<file path="config.mk">
export PLATFORM = sky130hd
export DESIGN_NAME = watch_time_gen_flat
export DESIGN_NICKNAME = d
export VERILOG_FILES = /design/src/rtl/watch_time_gen_if.sv /design/src/rtl/watch_time_gen.sv /design/src/flat_wrapper.sv
export SDC_FILE = /design/constraint.sdc
export NUM_CORES = 1
export LEC_CHECK = 0
export BUFFER_PORTS_ARGS = -buffer_cell sky130_fd_sc_hd__buf_2
export CELL_PAD_IN_SITES_DETAIL_PLACEMENT = 0
export CELL_PAD_IN_SITES_GLOBAL_PLACEMENT = 1
export CORE_ASPECT_RATIO = 1.2
export CORE_UTILIZATION = 45
export CTS_CLUSTER_DIAMETER = 40
export DETAILED_ROUTE_END_ITERATION = 7
export PLACE_DENSITY = 0.83
export SETUP_SLACK_MARGIN = 0.1
export SYNTH_ARGS = -nofsm -noshare
export SYNTH_HDL_FRONTEND = slang
export SYNTH_SLANG_ARGS = --single-unit
</file>
<file path="constraint.sdc">
create_clock -name clk -period 3.4 [get_ports clk]
set_input_delay 0.51 -clock clk [delete_from_list [all_inputs] [get_ports clk]]
set_output_delay 0.51 -clock clk [all_outputs]
set_load 0.05 [all_outputs]
</file>
<file path="src/rtl/watch_time_gen_if.sv">
// Bus bundle for watch_time_gen: control, load/alarm inputs and time outputs.
// master drives the controls, slave is the time keeper.
interface watch_time_gen_if #(
  parameter int HW    = 5,
  parameter int MW    = 6,
  parameter int N_ALM = 2,
  parameter int AW    = 1
);
  logic                en_1hz;
  logic                run;
  logic                ampm_sw;
  logic                set_watch;
  logic [HW+2*MW-1:0]  bin_watch;
  logic                alm_wr;
  logic [AW-1:0]       alm_idx;
  logic [HW+2*MW-1:0]  alm_data;
  logic [N_ALM-1:0]    alm_en;
  logic [HW-1:0]       hour;
  logic [HW-1:0]       hour_ampm;
  logic                ampm;
  logic [MW-1:0]       min;
  logic [MW-1:0]       sec;
  logic                en_day;
  logic [N_ALM-1:0]    alm_hit;
  logic                set_err;

  modport master (
    output en_1hz, run, ampm_sw, set_watch, bin_watch,
    output alm_wr, alm_idx, alm_data, alm_en,
    input  hour, hour_ampm, ampm, min, sec,
    input  en_day, alm_hit, set_err
  );

  modport slave (
    input  en_1hz, run, ampm_sw, set_watch, bin_watch,
    input  alm_wr, alm_idx, alm_data, alm_en,
    output hour, hour_ampm, ampm, min, sec,
    output en_day, alm_hit, set_err
  );
endinterface

</file>
<file path="src/rtl/watch_time_gen.sv">
// Time-of-day keeper: h:m:s carry chain, range-checked loads,
// 12-hour view and per-channel alarm compare on tick arrivals.
module watch_time_gen #(
  parameter int HOUR_MAX = 23,
  parameter int MIN_MAX  = 59,
  parameter int SEC_MAX  = 59,
  parameter int HW       = 5,
  parameter int MW       = 6,
  parameter int N_ALM    = 2,
  parameter int AW       = 1
) (
  input logic             clk,
  input logic             rst,
  watch_time_gen_if.slave bus
);
  localparam int TW = HW + 2*MW;
  localparam logic [HW-1:0] H_MAX = HW'(HOUR_MAX);
  localparam logic [MW-1:0] M_MAX = MW'(MIN_MAX);
  localparam logic [MW-1:0] S_MAX = MW'(SEC_MAX);
  localparam logic [AW:0]   N_CH  = (AW+1)'(N_ALM);
  localparam bit            IS_24H = (HOUR_MAX == 23);

  logic [HW-1:0]    hour_q, hour_d;
  logic [MW-1:0]    min_q, min_d;
  logic [MW-1:0]    sec_q, sec_d;
  logic [TW-1:0]    alm_q [N_ALM];
  logic             set_ok, wr_ok, tick, day_wrap;
  logic [N_ALM-1:0] hit_d;
  logic             en_day_q, set_err_q;
  logic [N_ALM-1:0] alm_hit_q;

  function automatic logic fields_ok(input logic [TW-1:0] v);
    return (v[TW-1 -: HW] <= H_MAX) &&
           (v[2*MW-1 -: MW] <= M_MAX) &&
           (v[MW-1:0] <= S_MAX);
  endfunction

  always_comb begin
    hour_d   = hour_q;
    min_d    = min_q;
    sec_d    = sec_q;
    day_wrap = 1'b0;
    hit_d    = '0;
    set_ok   = fields_ok(bus.bin_watch);
    wr_ok    = fields_ok(bus.alm_data) &&
               ({1'b0, bus.alm_idx} < N_CH);
    tick     = bus.en_1hz && bus.run && !bus.set_watch;
    unique case (1'b1)
      bus.set_watch: begin
        if (set_ok) {hour_d, min_d, sec_d} = bus.bin_watch;
      end
      tick: begin
        if (sec_q != S_MAX) begin
          sec_d = sec_q + 1'b1;
        end else begin
          sec_d = '0;
          if (min_q != M_MAX) begin
            min_d = min_q + 1'b1;
          end else begin
            min_d = '0;
            if (hour_q != H_MAX) begin
              hour_d = hour_q + 1'b1;
            end else begin
              hour_d   = '0;
              day_wrap = 1'b1;
            end
          end
        end
      end
      default: ;
    endcase
    // Only tick arrivals fire, so loads and alarm rewrites stay silent
    for (int i = 0; i < N_ALM; i++)
      hit_d[i] = tick && bus.alm_en[i] &&
                 ({hour_d, min_d, sec_d} == alm_q[i]);
  end

  always_ff @(posedge clk or posedge rst) begin
    if (rst) begin
      hour_q    <= '0;
      min_q     <= '0;
      sec_q     <= '0;
      en_day_q  <= 1'b0;
      set_err_q <= 1'b0;
      alm_hit_q <= '0;
      for (int i = 0; i < N_ALM; i++)
        alm_q[i] <= '0;
    end else begin
      hour_q    <= hour_d;
      min_q     <= min_d;
      sec_q     <= sec_d;
      en_day_q  <= day_wrap;
      alm_hit_q <= hit_d;
      set_err_q <= (bus.set_watch && !set_ok) ||
                   (bus.alm_wr && !wr_ok);
      for (int i = 0; i < N_ALM; i++)
        if (bus.alm_wr && wr_ok && bus.alm_idx == AW'(i))
          alm_q[i] <= bus.alm_data;
    end
  end

  always_comb begin
    bus.hour_ampm = hour_q;
    bus.ampm      = 1'b0;
    if (IS_24H) begin
      bus.ampm = (hour_q >= HW'(12));
      if (bus.ampm_sw) begin
        if (hour_q == '0)
          bus.hour_ampm = HW'(12);
        else if (hour_q > HW'(12))
          bus.hour_ampm = hour_q - HW'(12);
      end
    end
  end

  assign bus.hour    = hour_q;
  assign bus.min     = min_q;
  assign bus.sec     = sec_q;
  assign bus.en_day  = en_day_q;
  assign bus.alm_hit = alm_hit_q;
  assign bus.set_err = set_err_q;
endmodule

</file>
<file path="src/flat_wrapper.sv">
// flat-port wrapper written by rule: the top's interface ports become plain ports
module watch_time_gen_flat 
#(
  parameter int HOUR_MAX = 23,
  parameter int MIN_MAX  = 59,
  parameter int SEC_MAX  = 59,
  parameter int HW       = 5,
  parameter int MW       = 6,
  parameter int N_ALM    = 2,
  parameter int AW       = 1
)
  (clk, rst, bus_en_1hz, bus_run, bus_ampm_sw, bus_set_watch, bus_bin_watch, bus_alm_wr, bus_alm_idx, bus_alm_data, bus_alm_en, bus_hour, bus_hour_ampm, bus_ampm, bus_min, bus_sec, bus_en_day, bus_alm_hit, bus_set_err);
  watch_time_gen_if #(.HW(HW), .MW(MW), .N_ALM(N_ALM), .AW(AW)) bus_i ();
  input logic clk;
  input logic rst;
  input wire logic [$bits(bus_i.en_1hz)-1:0] bus_en_1hz;
  input wire logic [$bits(bus_i.run)-1:0] bus_run;
  input wire logic [$bits(bus_i.ampm_sw)-1:0] bus_ampm_sw;
  input wire logic [$bits(bus_i.set_watch)-1:0] bus_set_watch;
  input wire logic [$bits(bus_i.bin_watch)-1:0] bus_bin_watch;
  input wire logic [$bits(bus_i.alm_wr)-1:0] bus_alm_wr;
  input wire logic [$bits(bus_i.alm_idx)-1:0] bus_alm_idx;
  input wire logic [$bits(bus_i.alm_data)-1:0] bus_alm_data;
  input wire logic [$bits(bus_i.alm_en)-1:0] bus_alm_en;
  output wire logic [$bits(bus_i.hour)-1:0] bus_hour;
  output wire logic [$bits(bus_i.hour_ampm)-1:0] bus_hour_ampm;
  output wire logic [$bits(bus_i.ampm)-1:0] bus_ampm;
  output wire logic [$bits(bus_i.min)-1:0] bus_min;
  output wire logic [$bits(bus_i.sec)-1:0] bus_sec;
  output wire logic [$bits(bus_i.en_day)-1:0] bus_en_day;
  output wire logic [$bits(bus_i.alm_hit)-1:0] bus_alm_hit;
  output wire logic [$bits(bus_i.set_err)-1:0] bus_set_err;
  assign bus_i.en_1hz = bus_en_1hz;
  assign bus_i.run = bus_run;
  assign bus_i.ampm_sw = bus_ampm_sw;
  assign bus_i.set_watch = bus_set_watch;
  assign bus_i.bin_watch = bus_bin_watch;
  assign bus_i.alm_wr = bus_alm_wr;
  assign bus_i.alm_idx = bus_alm_idx;
  assign bus_i.alm_data = bus_alm_data;
  assign bus_i.alm_en = bus_alm_en;
  assign bus_hour = bus_i.hour;
  assign bus_hour_ampm = bus_i.hour_ampm;
  assign bus_ampm = bus_i.ampm;
  assign bus_min = bus_i.min;
  assign bus_sec = bus_i.sec;
  assign bus_en_day = bus_i.en_day;
  assign bus_alm_hit = bus_i.alm_hit;
  assign bus_set_err = bus_i.set_err;
  watch_time_gen #(.HOUR_MAX(HOUR_MAX), .MIN_MAX(MIN_MAX), .SEC_MAX(SEC_MAX), .HW(HW), .MW(MW), .N_ALM(N_ALM), .AW(AW)) u_core (.clk(clk), .rst(rst), .bus(bus_i));
endmodule
</file>
==> results of run 1 <==
[stage by stage]
stage / cells / hold WS (ps)
floorplan: 296 / 486
global placement: 452 / 502
detailed placement: 452 / 504
CTS: 459 / 435
global route: 459 / 443
finish: 459 / 444
[how the worst max path moves through the flow]
| stage | from | end | slack, ps |
|---|---|---|---|
| after global routing | u_core.bus.sec[0] | u_core.bus.alm_hit[0] | 440 |
| after floorplan | u_core.bus.hour[3] | bus_hour_ampm[3] | 380 |
| final | u_core.bus.sec[0] | u_core.bus.alm_hit[0] | 600 |
| after global placement | bus_set_watch | u_core.bus.alm_hit[0] | 490 |
| after CTS | u_core.bus.sec[0] | u_core.bus.alm_hit[0] | 610 |
| after detailed placement | bus_set_watch | u_core.bus.alm_hit[0] | 480 |
[layout make-up]
class / count / share of cell area
multi-input combinational: 218 / 0.462
sequential: 55 / 0.366
timing repair buffer: 74 / 0.101
tap: 87 / 0.0290
clock buffer: 6 / 0.0220
inverter: 18 / 0.0180
clock inverter: 1 / 0.00133
[critical path, stage by stage, from the launching register on]
cell and delay, ps:
dfrtp_1 420, ha_1 330, and4b_1 370, a31oi_1 120, a221oi_1 560, xor2_1 130
nor4_1 380, nand3_1 160, nor4_2 240
[Yosys cell counts, drive strengths merged (4+ instances only)]
cell | number | share of area
nor3 | 5 | 0.011
inv | 18 | 0.021
nand4 | 9 | 0.018
nand2 | 18 | 0.021
nand3 | 15 | 0.023
a21oi | 9 | 0.015
nor2 | 10 | 0.013
o2111ai | 4 | 0.011
a31oi | 4 | 0.0078
nor2b | 4 | 0.0078
nor4 | 7 | 0.022
ha | 7 | 0.027
xor2 | 18 | 0.049
mux2 | 34 | 0.12
dfrtp | 55 | 0.43
xnor2 | 16 | 0.044
o21ai | 9 | 0.014
[sequential cells by signal, indices dropped and copies added, names as in the netlist]
signal / cells
u_core.bus.sec: 6
u_core.bus.en_day: 1
u_core.bus.hour: 5
u_core.bus.alm_hit: 2
u_core.bus.set_err: 1
u_core.alm_q: 34
u_core.bus.min: 6
[kinds of logic (layout without fill, tap and decap cells)]
family	count (synthesis)	in the layout	share of synthesized area
flops	55	55	0.430
fa+ha+maj	7	7	0.0274
buf+inv	23	99	0.0277
compound gates	59	59	0.138
mux	35	35	0.123
xor+xnor	34	34	0.0930
simple gates	83	83	0.161
[power groups by stage]
stage               Combinational, mW  Sequential (mW)  Clock (mW)
floorplan                       0.435            0.984           0
global placement                0.715            0.897           0
detailed placement              0.722            0.901           0
CTS                             0.724            0.887       0.369
global route                    0.777            0.905       0.395
finish                          0.718            0.886       0.358
[routing by layer]
layer / track usage / wire length (um) / part of all wire
met5: 0 / 0 / 0
met3: 0.0386 / 443 / 0.057
met2: 0.377 / 3900 / 0.50
met4: 0.0652 / 89 / 0.011
met1: 0.295 / 3340 / 0.43
==> key figures, run 1 <==
Run status
  • Outcome: finished clean

STA
  • Unrepaired setup endpoints after global routing: no
  • Tightest Pin Transition: 1120 ps
  • Final worst slack: 597 ps
  • # setup viols final: 0
  • Clock skew: 5.62 ps
  • Fin. Hold Viols: 0
  • Max frequency: 357 MHz
  • Max Slew Vio Count: 0
  • Period utilization: 0.825
  • Setup_tns: 0 ps
  • Worst slew margin: 0.253
  • Tmin final: 2800 ps

Floorplanning
  • Area of the core: 6850 um^2
  • Die W: 79 um
  • Die footprint: 7460 um^2
  • Initial core utilization: 0.467
  • Die height: 94.4 um
  • Top-Level Pins: 71
  • Placement Rows: 33

Worst setup path
  • Worst EP required: 3610 ps
  • Setup crit end kind: flip-flop
  • Crit path max fanout: 6
  • Startpoint types: flip-flop
  • R2r endpoint: u_core.bus.alm_hit[0]
  • R2r startpoint: u_core.bus.sec[0]
  • R2r worst-path depth: 8
  • CP arrival: 3020 ps
  • CP Class: reg2reg
  • R2r setup slk: 600 ps

Power
  • Logic pwr share: 0.366
  • Clock network power share: 0.182
  • Switching share of total power: 0.385
  • Total power: 1.96 mW
  • Power Density: 522 nW/um^2
  • P_int: 1.21 mW
  • Switch Pwr: 756 uW
  • Leak: 1.66 nW
  • Max IR drop VDD: 0.269 mV
  • Seq pwr share: 0.452

Clocking
  • Post-cts resize count: 0
  • H-tree levels: 2
  • Clk Latency, worst-skew pair: 300 ps
  • Clk root buf: clkbuf_8
  • Clk buf depth: 2
  • CTS tree: built
  • Post-CTS Setup Bufs: 0
  • CTS sink cnt: 55
  • Count of hold-fix buffers inserted at cts: 0
  • Cts bufs inserted: 5
  • CTS clk-pin slew, worst paths: 90 ps

Yosys
  • Register bit total from synthesis: 55
  • Syn nets: 347
  • Primary FF master, synth: dfrtp_1
  • Yosys warning count: 0
  • Post-Syn Instances: 296
  • Mapped Area: 3200 um^2
  • FFs w/ async S/R, synth: 1.00
  • Post-synth cell types: 63
  • Seq/Total Area, Yosys: 0.430
  • Syn avg cell area: 10.8 um^2
  • Post-synth EDFFs: 0

Finish
  • Area grow syn2layout: 17.4%
  • Commonest non-fill, non-tap cell in the layout: buf_2
  • # nets final: 423
  • Commonest cells after routing, fill and taps aside: buf_2 (70), dfrtp_1 (55), mux2_2 (34)
  • N_diodes: 0
  • Fill cell count: 665
  • Multi-input logic area: 1740 um^2
  • Utilization after layout: 0.548
  • Fraction of layout cells with a size suffix above 1: 0.347
  • Combined flip-flop and latch cell area: 1380 um^2
  • Design area: 3760 um^2

Flow run
  • MaxCap Viol Count: 0

Global route
  • First-pass GRT wire length: 12.6 mm
  • Total GRT Usage: 0.224
  • Largest net degree at the start of global routing: 56
  • GRT overflow: 0
  • Initial antenna violation count: 0
  • Vias in the first global route: 2,473

Routing
  • Via count: 2,618
  • Post-DR wirelength/cell: 16.9 um
  • Drc violations: 0
  • Final WL: 7.77 mm
  • First DRT Iteration DRCs: 205
  • Drt via density: 5.70
  • Routed Antenna Nets: 0
  • TritonRoute pass-1 iters: 4

Place
  • Routability Congestion: 0.917
  • Port Buf Inserts: 70
  • HPWL after detailed placement: 6.23 mm
  • Dpl cell area: 3670 um^2
  • Pre-CTS setup slack: 479 ps

Min path
  • Min-delay src: bus_alm_data[12]
  • Hold Path Depth: 2
  • Hold Path Class: in2reg
  • Hold Path Sink: u_core.alm_q[12]
(Power assumes the default switching activity.)
==> run 2: changes to the inputs <==
Settings changed: CORE_UTILIZATION 45 to 38, PLACE_DENSITY 0.83 to 0.75.
Clock period 3.4 ns to 2.25 ns, I/O delays scaled along.
==> run 2 against run 1 <==
Critical path depth grew 1. Maximum frequency grew 25%. Cell area grew 20%. Cell count grew 20%. Clock power grew 90%. Worst hold slack lost 380 ps. Clock skew grew 2.0 ps. Global-route usage shrank 0.58 points. Critical path type unchanged.
==> key figures, run 2 (same netlist as run 1, synthesis figures left out) <==
Run status
  • Outcome: finished clean

Finish
  • Fraction of layout cells with a size suffix above 1: 0.541 (+0.195)
  • Fill cell count: 749 (+13%)
  • Commonest non-fill, non-tap cell in the layout: buf_2
  • Biggest register: u_core.alm_q
  • Commonest cells after routing, fill and taps aside: buf_2 (67), buf_4 (66), dfrtp_1 (39)
  • Flip-flop count of the largest register after layout: 34 (unchanged)
  • # nets final: 486 (+15%)
  • Area grow syn2layout: 41.3%
  • N_diodes: 0 (unchanged)

Routing
  • Routed Antenna Nets: 0 (unchanged)
  • Drt via density: 5.18 (-9.1%)
  • Drc violations: 0 (unchanged)
  • Final WL: 8.90 mm (+15%)
  • Post-DR wirelength/cell: 16.2 um (-4.4%)
  • Via count: 2,851 (+8.9%)
  • First DRT Iteration DRCs: 80 (-61%)
  • TritonRoute pass-1 iters: 4 (unchanged)

Clocking
  • Clk buf depth: 2 (unchanged)
  • Clk root buf: clkbuf_8
  • CTS tree: built
  • Cts bufs inserted: 5 (unchanged)
  • CTS sink cnt: 55 (unchanged)
  • Clk Latency, worst-skew pair: 300 ps (about the same)
  • H-tree levels: 2 (unchanged)
  • CTS clk-pin slew, worst paths: 100 ps (about the same)

STA
  • Tightest Pin Transition: 549 ps (-569 ps)
  • Hold slack: 63.1 ps (-381 ps)
  • Unrepaired setup endpoints after global routing: yes
  • Tmin final: 2240 ps (-563 ps)
  • Setup_tns: 0 ps (unchanged)
  • Fin. Hold Viols: 0 (unchanged)
  • Worst slew margin: 0.633 (+0.380)
  • Max Slew Vio Count: 0 (unchanged)
  • Max frequency: 446 MHz (+25%)
  • Final worst slack: 9.76 ps (-587 ps)
  • Clock skew: 7.66 ps (+2.04 ps)
  • Period utilization: 0.996 (+0.171)
  • # setup viols final: 0 (unchanged)

Power
  • Total power: 3.40 mW (+73%)
  • Leak: 2.01 nW (+21%)
  • Max IR drop VDD: 0.520 mV (+93%)
  • Power Density: 752 nW/um^2 (+44%)

Floorplanning
  • Placement Rows: 36 (+9.1%)
  • Initial core utilization: 0.393 (-0.0744)
  • Die footprint: 8800 um^2 (+18%)
  • Top-Level Pins: 71 (unchanged)
  • Die height: 103 um (+8.6%)
  • Area of the core: 8150 um^2 (+19%)
  • Die W: 85.8 um (+8.6%)

Place
  • Routability Congestion: 0.929 (+1.3%)
  • HPWL after detailed placement: 7.14 mm (+15%)
  • Pre-CTS setup slack: -132 ps (-611 ps)
  • Port Buf Inserts: 70 (unchanged)

Worst setup path
  • Crit path max fanout: 7 (+1)
  • Worst EP required: 2500 ps (-1110 ps)
  • CP arrival: 2490 ps (-530 ps)
  • Setup crit end kind: flip-flop
  • CP Class: reg2reg
  • Startpoint types: flip-flop

Global route
  • Largest net degree at the start of global routing: 31 (-45%)
  • Vias in the first global route: 2,944 (+19%)
  • GRT overflow: 0 (unchanged)
  • First-pass GRT wire length: 14.7 mm (+17%)
  • Initial antenna violation count: 0 (unchanged)
  • Total GRT Usage: 0.218 (-0.00578)

Flow run
  • MaxCap Viol Count: 0 (unchanged)

Min path
  • Hold Path Class: in2async
==> run 2: area by class of cell <==
type,instances,area [um^2],area share
multi-input cells,218,1910,0.423
inverters,18,67.6,0.0149
clock inverters,2,38.8,0.00858
clock buffers,6,82.6,0.0183
repair buffers,137,881,0.195
well taps,114,143,0.0315
flip-flops and latches,55,1400,0.309
==> run 2: worst max-delay path, stage by stage (launching register included) <==
cell,delay [ps]
dfrtp_2,400
ha_4,160
nand4b_4,190
nor2_4,250
buf_6,140
nor2_2,30
a221o_1,360
xor2_1,200
a2111oi_2,230
and4_1,230
==> run 2: path summary, 6_finish.rpt <==
| check | end | slack, ps | depth (start not counted) | startpoint |
|---|---|---|---|---|
| setup / recovery | u_core.bus.alm_hit[1] | 10 | 9 | u_core.bus.sec[0] |
| hold / removal | u_core.alm_q[32] | 60 | 2 | rst |
| setup reg to reg | u_core.bus.alm_hit[1] | 10 | 9 | u_core.bus.sec[0] |
| hold reg to reg | u_core.alm_q[9] | 540 | 1 | u_core.alm_q[9] |
| max in group asynchronous | u_core.bus.sec[4] | 1620 | 3 | rst |
| min in group clk | u_core.alm_q[14] | 270 | 2 | bus_alm_data[14] |
==> run 2: what timing repair did <==
action,in CTS,in global routing
gates resized for setup,19,8
setup buffers,7,1
hold buffers,0,0
endpoints found under the setup margin,4,5
pin swaps,11,0
==> run 2: where the power goes <==
part,internal (mW),switching [mW],total [mW],leakage [nW]
Combinational,0.605,0.787,1.39,1.31
Clock,0.366,0.313,0.679,0.0618
Sequential,1.17,0.159,1.33,0.635
Total,2.14,1.26,3.40,2.01
==> run 2: per-stage QoR <==
stage                      util  instances  area, um^2
after floorplan               -        296        3300
after global placement    0.519        534        4230
after detailed placement  0.519        534        4230
after CTS                 0.551        549        4490
after global routing      0.555        550        4520
final                     0.555        550        4520
==> run 2: routing by layer <==
layer,global-route usage,part of all wire
met1,0.263,0.42
met2,0.416,0.53
met3,0.0232,0.036
met4,0.0551,0.014
met5,0,0
